### config.mk
export PLATFORM = sky130hd
export DESIGN_NAME = fixed_point_divider_flat
export DESIGN_NICKNAME = d
export VERILOG_FILES = /design/src/rtl/fixed_point_pkg.sv /design/src/rtl/fixed_point_divider_if.sv /design/src/rtl/fixed_point_divider.sv /design/src/flat_wrapper.sv
export SDC_FILE = /design/constraint.sdc
export NUM_CORES = 1
export LEC_CHECK = 0
export BUFFER_PORTS_ARGS = -buffer_cell sky130_fd_sc_hd__buf_2
export CORE_ASPECT_RATIO = 1.2
export CORE_MARGIN = 2
export CORE_UTILIZATION = 39
export DETAILED_ROUTE_END_ITERATION = 10
export HOLD_SLACK_MARGIN = 0.02
export SLEW_MARGIN = 15
export SYNTH_ARGS = -nofsm -noshare
export SYNTH_HDL_FRONTEND = slang
export SYNTH_SLANG_ARGS = --single-unit
### constraint.sdc
create_clock -name clk_i -period 5.2 [get_ports clk_i]
set_input_delay 0.52 -clock clk_i [delete_from_list [all_inputs] [get_ports clk_i]]
set_output_delay 0.52 -clock clk_i [all_outputs]
set_load 0.01 [all_outputs]
### src/rtl/fixed_point_pkg.sv
// Shared fixed-point constants, divider state encoding and a saturation helper
// used by both the divider and the multiplier paths.
package fixed_point_pkg;

  localparam int WIDTH_DEF     = 16;
  localparam int IN_POINT_DEF  = 10;
  localparam int OUT_POINT_DEF = 10;

  // Widest magnitude the saturation helper accepts; callers zero-extend into it.
  localparam int SAT_MAX_W = 64;

  typedef enum logic [1:0] {
    IDLE,
    BUSY,
    DONE
  } div_state_t;

  typedef struct packed {
    logic [SAT_MAX_W-1:0] value;
    logic                 overflow;
  } sat_result_t;

  // Applies the sign to an unsigned magnitude and clamps to a width-bit signed
  // range; the caller keeps value[width-1:0].
  function automatic sat_result_t saturate(input logic [SAT_MAX_W-1:0] mag,
                                           input logic                 neg,
                                           input int unsigned          width);
    logic [SAT_MAX_W-1:0] lim;
    sat_result_t          res;
    lim          = SAT_MAX_W'(1) << (width - 1);
    res.value    = neg ? (~mag + SAT_MAX_W'(1)) : mag;
    res.overflow = 1'b0;
    if (!neg && (mag > (lim - SAT_MAX_W'(1)))) begin
      res.value    = lim - SAT_MAX_W'(1);
      res.overflow = 1'b1;
    end else if (neg && (mag > lim)) begin
      res.value    = ~lim + SAT_MAX_W'(1);
      res.overflow = 1'b1;
    end
    return res;
  endfunction

endpackage

### src/rtl/fixed_point_divider_if.sv
// Operand/result handshake bundle for the sequential fixed-point divider.
interface fixed_point_divider_if
  import fixed_point_pkg::*;
#(
  parameter int Width = WIDTH_DEF
);

  logic             in_valid_i;
  logic             in_ready_o;
  logic [Width-1:0] a_i;
  logic [Width-1:0] b_i;
  logic             out_valid_o;
  logic             out_ready_i;
  logic [Width-1:0] q_o;
  logic             overflow_o;
  logic             div_zero_o;

  modport slave (
    input  in_valid_i, a_i, b_i, out_ready_i,
    output in_ready_o, out_valid_o, q_o, overflow_o, div_zero_o
  );

  modport master (
    output in_valid_i, a_i, b_i, out_ready_i,
    input  in_ready_o, out_valid_o, q_o, overflow_o, div_zero_o
  );

endinterface

### src/rtl/fixed_point_divider.sv
// Signed fixed-point restoring divider: one quotient bit per cycle, result
// saturated to Width bits with OutPoint fractional bits.
module fixed_point_divider
  import fixed_point_pkg::*;
#(
  parameter int Width    = WIDTH_DEF,
  parameter int InPoint  = IN_POINT_DEF,
  parameter int OutPoint = OUT_POINT_DEF
) (
  input logic                  clk_i,
  input logic                  rst_n_i,
  fixed_point_divider_if.slave dif
);

  // a and b share InPoint fraction bits which cancel, so only OutPoint remains.
  localparam int ScaleShift = OutPoint + InPoint - InPoint;
  localparam int N          = Width + ScaleShift;
  localparam int CntW       = $clog2(N);

  localparam logic [Width-1:0] QMax = {1'b0, {(Width-1){1'b1}}};
  localparam logic [Width-1:0] QMin = {1'b1, {(Width-1){1'b0}}};

  div_state_t       state_q, state_d;
  logic [CntW-1:0]  cnt_q, cnt_d;
  logic [Width:0]   rem_q, rem_d;
  logic [N-1:0]     dvd_q, dvd_d;
  logic [N-1:0]     quo_q, quo_d;
  logic [Width-1:0] div_q, div_d;
  logic             sign_q, sign_d;
  logic [Width-1:0] q_q, q_d;
  logic             ovf_q, ovf_d;
  logic             dz_q, dz_d;

  logic             a_neg, b_neg;
  logic [Width-1:0] a_mag, b_mag;
  logic [Width:0]   rem_shift, rem_sub;
  logic             q_bit;
  logic [N-1:0]     quo_next;
  sat_result_t      sat_res;
  logic             unused_bits;

  assign a_neg = dif.a_i[Width-1];
  assign b_neg = dif.b_i[Width-1];
  // Plain two's-complement negate: |-2^(W-1)| lands on 2^(W-1) as unsigned.
  assign a_mag = a_neg ? (~dif.a_i + Width'(1)) : dif.a_i;
  assign b_mag = b_neg ? (~dif.b_i + Width'(1)) : dif.b_i;

  // The remainder stays below |b|, so its top bit never carries information.
  assign unused_bits = ^{sat_res.value[SAT_MAX_W-1:Width], rem_q[Width], quo_q[N-1]};

  always_comb begin
    state_d = state_q;
    cnt_d   = cnt_q;
    rem_d   = rem_q;
    dvd_d   = dvd_q;
    quo_d   = quo_q;
    div_d   = div_q;
    sign_d  = sign_q;
    q_d     = q_q;
    ovf_d   = ovf_q;
    dz_d    = dz_q;

    rem_shift = {rem_q[Width-1:0], dvd_q[N-1]};
    rem_sub   = rem_shift - {1'b0, div_q};
    q_bit     = (rem_shift >= {1'b0, div_q});
    quo_next  = {quo_q[N-2:0], q_bit};
    sat_res   = saturate(SAT_MAX_W'(quo_next), sign_q, Width);

    unique case (state_q)
      IDLE: begin
        if (dif.in_valid_i) begin
          sign_d = a_neg ^ b_neg;
          div_d  = b_mag;
          dvd_d  = {a_mag, {ScaleShift{1'b0}}};
          rem_d  = '0;
          quo_d  = '0;
          cnt_d  = CntW'(N - 1);
          if (b_mag == '0) begin
            state_d = DONE;
            q_d     = a_neg ? QMin : QMax;
            ovf_d   = 1'b0;
            dz_d    = 1'b1;
          end else begin
            state_d = BUSY;
          end
        end
      end
      BUSY: begin
        rem_d = q_bit ? rem_sub : rem_shift;
        dvd_d = dvd_q << 1;
        quo_d = quo_next;
        if (cnt_q == '0) begin
          state_d = DONE;
          q_d     = sat_res.value[Width-1:0];
          ovf_d   = sat_res.overflow;
          dz_d    = 1'b0;
        end else begin
          cnt_d = cnt_q - CntW'(1);
        end
      end
      DONE: begin
        if (dif.out_ready_i) begin
          state_d = IDLE;
        end
      end
      default: state_d = IDLE;
    endcase
  end

  always_ff @(posedge clk_i or negedge rst_n_i) begin
    if (!rst_n_i) begin
      state_q <= IDLE;
      cnt_q   <= '0;
      rem_q   <= '0;
      dvd_q   <= '0;
      quo_q   <= '0;
      div_q   <= '0;
      sign_q  <= 1'b0;
      q_q     <= '0;
      ovf_q   <= 1'b0;
      dz_q    <= 1'b0;
    end else begin
      state_q <= state_d;
      cnt_q   <= cnt_d;
      rem_q   <= rem_d;
      dvd_q   <= dvd_d;
      quo_q   <= quo_d;
      div_q   <= div_d;
      sign_q  <= sign_d;
      q_q     <= q_d;
      ovf_q   <= ovf_d;
      dz_q    <= dz_d;
    end
  end

  assign dif.in_ready_o  = (state_q == IDLE);
  assign dif.out_valid_o = (state_q == DONE);
  assign dif.q_o         = q_q;
  assign dif.overflow_o  = ovf_q;
  assign dif.div_zero_o  = dz_q;

endmodule

### src/flat_wrapper.sv
// flat-port wrapper written by rule: the top's interface ports become plain ports
module fixed_point_divider_flat import fixed_point_pkg::*;
#(
  parameter int Width    = WIDTH_DEF,
  parameter int InPoint  = IN_POINT_DEF,
  parameter int OutPoint = OUT_POINT_DEF
)
  (clk_i, rst_n_i, dif_in_valid_i, dif_a_i, dif_b_i, dif_out_ready_i, dif_in_ready_o, dif_out_valid_o, dif_q_o, dif_overflow_o, dif_div_zero_o);
  fixed_point_divider_if #(.Width(Width)) dif_i ();
  input logic clk_i;
  input logic rst_n_i;
  input wire logic [$bits(dif_i.in_valid_i)-1:0] dif_in_valid_i;
  input wire logic [$bits(dif_i.a_i)-1:0] dif_a_i;
  input wire logic [$bits(dif_i.b_i)-1:0] dif_b_i;
  input wire logic [$bits(dif_i.out_ready_i)-1:0] dif_out_ready_i;
  output wire logic [$bits(dif_i.in_ready_o)-1:0] dif_in_ready_o;
  output wire logic [$bits(dif_i.out_valid_o)-1:0] dif_out_valid_o;
  output wire logic [$bits(dif_i.q_o)-1:0] dif_q_o;
  output wire logic [$bits(dif_i.overflow_o)-1:0] dif_overflow_o;
  output wire logic [$bits(dif_i.div_zero_o)-1:0] dif_div_zero_o;
  assign dif_i.in_valid_i = dif_in_valid_i;
  assign dif_i.a_i = dif_a_i;
  assign dif_i.b_i = dif_b_i;
  assign dif_i.out_ready_i = dif_out_ready_i;
  assign dif_in_ready_o = dif_i.in_ready_o;
  assign dif_out_valid_o = dif_i.out_valid_o;
  assign dif_q_o = dif_i.q_o;
  assign dif_overflow_o = dif_i.overflow_o;
  assign dif_div_zero_o = dif_i.div_zero_o;
  fixed_point_divider #(.Width(Width), .InPoint(InPoint), .OutPoint(OutPoint)) u_core (.clk_i(clk_i), .rst_n_i(rst_n_i), .dif(dif_i));
endmodule
==> key figures, run 1 <==
Worst setup path
  – Critical Path Start Type: flop
  – CP Capture Type: flop
  – CP Data Arrival Time: just over 4 ns
  – Crit-path max FO: 8
  – CP required: 5.47 ns
  – Crit path kind: reg -> reg

Clock network
  – Latest clock arrival within the worst-skew pair: 0.35 ns
  – Setup bufs post-CTS: 0
  – Total CTS buffers: 9
  – Root Buffer: clkbuf_16
  – CTS tree: done
  – CTS max path bufs: 2
  – H-Tree Depth: 3
  – # hold bufs at CTS: 0
  – Clock Sink Count: 99
  – Post-CTS Resized: 0
  – Reg clk slew, reported paths: 0.08 ns

Power
  – Static leakage: 0.00306 uW
  – Pwr dens: 622 nW/um^2
  – VDD IR max: 0.363 mV

STA
  – Slew headroom: between 30% and 40%
  – Slew @ Worst Pin: approximately 1.0 ns
  – Slew Limit Fails: 0
  – Max Fclk: 258 MHz
  – RSZ-0062 raised after global routing: no
  – Minimum clock period: 3.88 ns
  – Endpoints failing hold: 0
  – Final setup vio count: 0
  – Final Skew: approximately 0.011 ns
  – Fin crit share: 74.7%
  – Setup TNS Final: 0 ns

Route
  – DRT Pass-1 Iters: 5
  – Initial DRC Count: 331
  – DRC Markers: 0
  – Routed WL: 14900 um
  – Vias per cell: 5.61
  – Routed len/inst: 15.8 um
  – Via count: 5288
  – Antenna viol nets, final: 0

Global route
  – Largest net degree at the start of global routing: between 50 and 60
  – First-pass GRT wire length: 25300 um
  – Total grt overflow: 0
  – Met3 Use GR: 2.33%
  – Number of global-route vias before repair: ~5200
  – Grt peak-use layer: met2
  – Initial antenna violation count: 0
  – Met1 Usage GRT: 23.7%
  – Total Routing Usage GR: 18.3%
  – Met2 usage: 30.6%

Yosys
  – Ranking of synthesized cells by area: dfrtp_1 (40%), o21ai_0 (5.5%), nand2_1 (5.4%)
  – Post-synth top area cell: dfrtp_1
  – Dominant synthesized flop cell: dfrtp_1
  – Synth top area share: 40.2%
  – Warnings, synthesis: 0
  – Cell variety after synth: 63
  – Sequential area share after synthesis: 40.2%
  – Ys async rst share: 100%
  – Mapped Nets: 761
  – Mapped cell area: 6170 sq um
  – Syn Inst Count: approximately 700
  – Post-Syn Area per Cell: 8.78 sq um
  – EDFF count, synth: 0
  – Seq cells post-synth: 99

Floorplanning
  – Core ar.: approximately 16000 sq um
  – Starting Density: 39.8%
  – Die Area: ~17000 sq um
  – # IOs: 56
  – Die Width: between 100 and 150 um
  – Rows: 50
  – Die Y: 142 um

Outcome
  – Status: completed

Place
  – IO buf count: 55
  – Placed Instances: 927
  – GP Congestion: 0.873
  – Post-DP HPWL: between 10000 and 15000 um

Cells and area
  – Antenna cells: 0
  – Most common library cell in the layout ignoring fill and taps: dfrtp_1
  – Share of cells above drive strength 1: 12.5%
  – Commonest non-fill, non-tap cells in the layout: dfrtp_1 (99), nand2_1 (89), o21ai_0 (68), buf_2 (54), nor2_1 (38)
  – Fillers: 1577
  – Nets: 788
  – Area delta synth->final: 11.8%
  – Post-route non-filler standard cell count: ~940

Min path
  – Min-delay worst type: in -> async

Job
  – Max-cap violations: 0
area by class of cell:
cell class | count | area (sq um) | share of cell area [%]
Multi-Input combinational cell | 527 | 3390 | 49.2
Tap cell | 208 | 260 | 3.77
Clock inverter | 7 | 105 | 1.52
Sequential cell | 99 | 2480 | 35.9
Timing Repair Buffer | 60 | 315 | 4.57
Inverter | 33 | 124 | 1.80
Clock buffer | 9 | 225 | 3.27
registers in the layout, indices dropped and copies added (netlist names):
| name | count |
|---|---|
| u_core.sign_q | 1 |
| u_core.dvd_q | 16 |
| u_core.dif.q_o | 16 |
| u_core.cnt_q | 5 |
| u_core.dif.overflow_o | 1 |
| u_core.rem_q | 16 |
| u_core.div_q | 16 |
| u_core.quo_q | 25 |
| u_core.state_q | 2 |
| u_core.dif.div_zero_o | 1 |
kinds of logic after synthesis:
| family | synth area share (%) |
|---|---|
| AO/OA/AOI/OAI | 24.8 |
| AND/OR/NAND/NOR | 17.2 |
| flip-flops | 40.2 |
| buffers and inverters | 5.11 |
| XOR/XNOR | 7.10 |
| adder cells (fa/ha/maj) | 4.58 |
| multiplexers | 1.01 |
critical path, cell delays in order, from the launching register on:
cell and delay, ns:
dfrtp_1 0.35, inv_1 0.05, ha_1 0.34, a21o_1 0.20, a21oi_1 0.24, o21ai_0 0.14
a31oi_1 0.37, nand3_1 0.20, clkinv_1 0.10, ha_1 0.19, nor4b_1 0.25, nand4_1 0.13
a21oi_1 0.29, nand2b_1 0.36, and3_1 0.20, a22oi_1 0.06, and3_1 0.19, o21ai_0 0.14
final timing paths:
| check | start | endpoint | slack (ns) | depth (start not counted) |
|---|---|---|---|---|
| worst min register to register | u_core.dif.q_o[13] | u_core.dif.q_o[13] | 0.48 | 1 |
| max in group asynchronous | rst_n_i | u_core.dvd_q[18] | 3.87 | 2 |
| worst max register to register | u_core.div_q[3] | u_core.dif.q_o[5] | 1.32 | 17 |
| worst min-delay path | rst_n_i | u_core.quo_q[20] | 0.21 | 1 |
| min in group clk_i | dif_out_ready_i | u_core.state_q[1] | 0.39 | 2 |
| worst max-delay path | u_core.div_q[3] | u_core.dif.q_o[5] | 1.32 | 17 |
report_power, final:
part           switching, uW  internal, uW  leakage, uW
combinational           1360           897      0.00165
clock                    313           430     0.000159
sequential               235          1050      0.00126
routing by layer:
layer	vias up	routed length (um)
met5	-	0
met4	0	400
met3	26	522
met2	140	7240
met1	2513	6770
li1	2609	-
per-stage QoR:
step / hold slack [ns] / worst slack (ns) / utilization (%) / cell area [sq um] / power (uW)
final: 0.207 / 1.32 / 44.5 / 6900 / 4290
after global routing: 0.261 / 1.04 / 44.5 / 6900 / 4680
after CTS: 0.229 / 1.36 / 44.5 / 6900 / 4320
after detailed placement: 0.463 / 1.40 / 42.3 / 6570 / 3560
after global placement: 0.459 / 1.46 / 42.3 / 6570 / 3500
after floorplan: 0.224 / 1.53 / - / 6170 / 3010
synth_stat cells, drive strengths merged, types with 2 or more instances:
| cell type | count |
|---|---|
| dfrtp | 99 |
| nand2 | 89 |
| o21ai | 69 |
| nor2 | 39 |
| clkbuf | 37 |
| a21oi | 36 |
| xnor2 | 33 |
| inv | 32 |
| a22o | 27 |
| ha | 21 |
| o22ai | 20 |
| o31ai | 17 |
| xor2 | 17 |
| nor3 | 15 |
| nand2b | 12 |
| nor4 | 11 |
| a21o | 10 |
| nand3 | 10 |
| a32oi | 9 |
| a31oi | 7 |
| and3 | 7 |
| buf | 7 |
| o41ai | 7 |
| nand4 | 6 |
| or3 | 6 |
| or4 | 6 |
| nor2b | 5 |
| a211oi | 4 |
| mux2i | 4 |
| a211o | 3 |
| a21boi | 3 |
| a22oi | 3 |
| and2 | 3 |
| or2 | 3 |
| a2111o | 2 |
| a221oi | 2 |
| mux2 | 2 |
| nand4b | 2 |
Note: power is estimated with default switching activity, not from simulation.
==> run 2, diff against run 1 <==
clock period = 4.06 ns   (was 5.2 ns; I/O delays follow)
==> key figures, run 2 (synthesis gave the netlist of run 1 again) <==
STA
  – Slew Limit Fails: 0 (unchanged)
  – Setup TNS Final: 0 ns (unchanged)
  – Endpoints failing hold: 0 (unchanged)
  – Slew @ Worst Pin: 0.982 ns (-0.0516 ns)
  – Fin crit share: 89.3% (+15 points)
  – Slew headroom: 34.6% (+3.4 points)
  – Final setup vio count: 0 (unchanged)
  – Final Skew: 0.0140 ns (+0.00257 ns)
  – Minimum clock period: 3.63 ns (-0.256 ns)
  – RSZ-0062 raised after global routing: no
  – Max Fclk: 276 MHz (+7.1%)

Worst setup path
  – CP Data Arrival Time: 3.90 ns (-0.25 ns)
  – CP Capture Type: flop
  – Slowest-stage cell, CP: or4_1
  – Crit. Startpoint: u_core.rem_q[2]
  – Crit path kind: reg -> reg
  – Largest stage delay, worst path: 0.41 ns (+0.04 ns)
  – Worst r2r src: u_core.rem_q[2]
  – Setup crit end: u_core.dif.q_o[5]
  – Critical-path cell list: ha_1, a21o_1, a21oi_1, o21ai_0, a31oi_2, nand3_1, clkinv_1, ha_1, nor4b_1, nand4_1, a21oi_2, nand2_1, or4_1, and3_1, o21ai_0
  – R2R cell count: 15 (-2)
  – Reg-to-Reg End: u_core.dif.q_o[5]
  – Critical Path Start Type: flop
  – CP required: 4.34 ns (-1.13 ns)
  – Crit-path max FO: 4 (-4)
  – Flop-to-flop setup slack: 0.43 ns (-0.88 ns)

Power
  – VDD IR max: 0.490 mV (+35%)
  – Pwr dens: 792 nW/um^2 (+27%)
  – Static leakage: 0.00306 uW (about the same)

Job
  – Max-cap violations: 0 (unchanged)

Global route
  – Number of global-route vias before repair: 5346 (+3.1%)
  – Met1 Usage GRT: 23.5% (-0.20 points)
  – Largest net degree at the start of global routing: 75 (+47%)
  – First-pass GRT wire length: 25400 um (+0.52%)
  – Grt peak-use layer: met2
  – Initial antenna violation count: 0 (unchanged)
  – Total grt overflow: 0 (unchanged)
  – Met2 usage: 31.0% (+0.36 points)
  – Total Routing Usage GR: 18.4% (+0.046 points)
  – Met3 Use GR: 2.29% (-0.040 points)

Cells and area
  – Commonest non-fill, non-tap cells in the layout: dfrtp_1 (99), nand2_1 (89), o21ai_0 (68), buf_2 (54), nor2_1 (38)
  – Share of cells above drive strength 1: 13.3% (+0.76 points)
  – Reg with most FFs: u_core.quo_q
  – Antenna cells: 0 (unchanged)
  – Area delta synth->final: 11.8% (about the same)
  – Most common library cell in the layout ignoring fill and taps: dfrtp_1
  – Final Util: 44.4% (about the same)
  – Max reg flops: 25 (unchanged)
  – Nets: 791 (+0.38%)

Route
  – Via count: 5369 (+1.5%)
  – Routed WL: 15000 um (+0.81%)
  – Initial DRC Count: 404 (+22%)
  – Vias per cell: 5.68 (+1.2%)
  – Antenna viol nets, final: 0 (unchanged)
  – Routed len/inst: 15.9 um (+0.49%)
  – DRC Markers: 0 (unchanged)
  – DRT Pass-1 Iters: 5 (unchanged)

Floorplanning
  – Die Width: 119 um (unchanged)
  – Core ar.: 15500 sq um (unchanged)
  – Rows: 50 (unchanged)
  – Starting Density: 39.8% (unchanged)
  – Die Area: 16800 sq um (unchanged)
  – # IOs: 56 (unchanged)
  – Die Y: 142 um (unchanged)

Clock network
  – CTS tree: done
  – Latest clock arrival within the worst-skew pair: 0.36 ns (about the same)
  – CTS max path bufs: 2 (unchanged)
  – Total CTS buffers: 9 (unchanged)
  – Clock Sink Count: 99 (unchanged)
  – Reg clk slew, reported paths: 0.07 ns (about the same)
  – H-Tree Depth: 3 (unchanged)
  – Root Buffer: clkbuf_16

Min path
  – Min-delay worst type: in -> async

Outcome
  – Status: completed

Place
  – IO buf count: 55 (unchanged)
  – GP Congestion: 0.847 (-3.0%)
  – Post-DP HPWL: 10700 um (+0.81%)
-- run 2: cell count changes in the layout (fill, tap and decap cells not counted) --
| cell | delta |
|---|---|
| clkbuf_8 | +1 |
| nand2b_1 | -1 |
| a21oi_2 | +1 |
| buf_4 | +3 |
| a31oi_2 | +1 |
| a21oi_1 | -1 |
| bufinv_16 | -2 |
| a31oi_1 | -1 |
| nand2b_2 | +1 |
| clkinv_4 | +1 |
-- run 2: through the flow --
step | area (sq um) | worst slack, ns | cells | hold slack (ns) | power, uW
after floorplan | 6170 | 0.393 | 703 | 0.110 | 3860
after global placement | 6580 | 0.443 | 929 | 0.459 | 4530
after detailed placement | 6580 | 0.302 | 929 | 0.461 | 4600
after CTS | 6880 | 0.278 | 945 | 0.241 | 5460
after global routing | 6900 | 0.0132 | 946 | 0.255 | 5960
final | 6900 | 0.433 | 946 | 0.197 | 5460
-- run 2: worst min path at each step --
stage / startpoint / end / slack (ns) / cells past startpoint
after floorplan: rst_n_i / u_core.cnt_q[0] / 0.11 / 0
after global placement: u_core.dif.q_o[11] / u_core.dif.q_o[11] / 0.46 / 1
after detailed placement: u_core.dif.q_o[13] / u_core.dif.q_o[13] / 0.46 / 1
after CTS: rst_n_i / u_core.dif.q_o[9] / 0.24 / 1
after global routing: dif_out_ready_i / u_core.state_q[1] / 0.25 / 2
final: rst_n_i / u_core.quo_q[19] / 0.20 / 1
-- run 2: layout make-up --
cell class                 instances  area, sq um
timing repair buffer              63          338
multi-input combinational        527         3400
tap                              208          260
clock inverter                     6         53.8
fill                            1554         8620
sequential                        99         2480
inverter                          33          124
clock buffer                      10          239
-- run 2: what timing repair did --
action / CTS / global route
setup buffers: 0 / 1
endpoints found under the setup margin: 0 / 12
hold buffers: 0 / 0
gates resized for setup: 0 / 3
-- run 2: report_power, final --
group,switching [uW],leakage [uW],internal [uW]
registers,304,0.00126,1350
logic,1790,0.00166,1170
clock network,403,0.000142,445
total,2500,0.00306,2960
-- run 2: layer usage --
| layer | wire [um] | part of all wire (%) | up-vias |
|---|---|---|---|
| li1 | - | - | 2624 |
| met1 | 6850 | 46 | 2599 |
| met2 | 7280 | 48 | 125 |
| met3 | 507 | 3.4 | 21 |
| met4 | 413 | 2.7 | 0 |
| met5 | 0 | 0 | - |
-- run 2: worst max-delay path: cells and delay by family (launching register included) --
family	cells	cell delay, ns
flops	1	0.40
fa+ha+maj	2	0.53
compound gates	6	1.27
buf+inv	1	0.09
simple gates	6	1.29
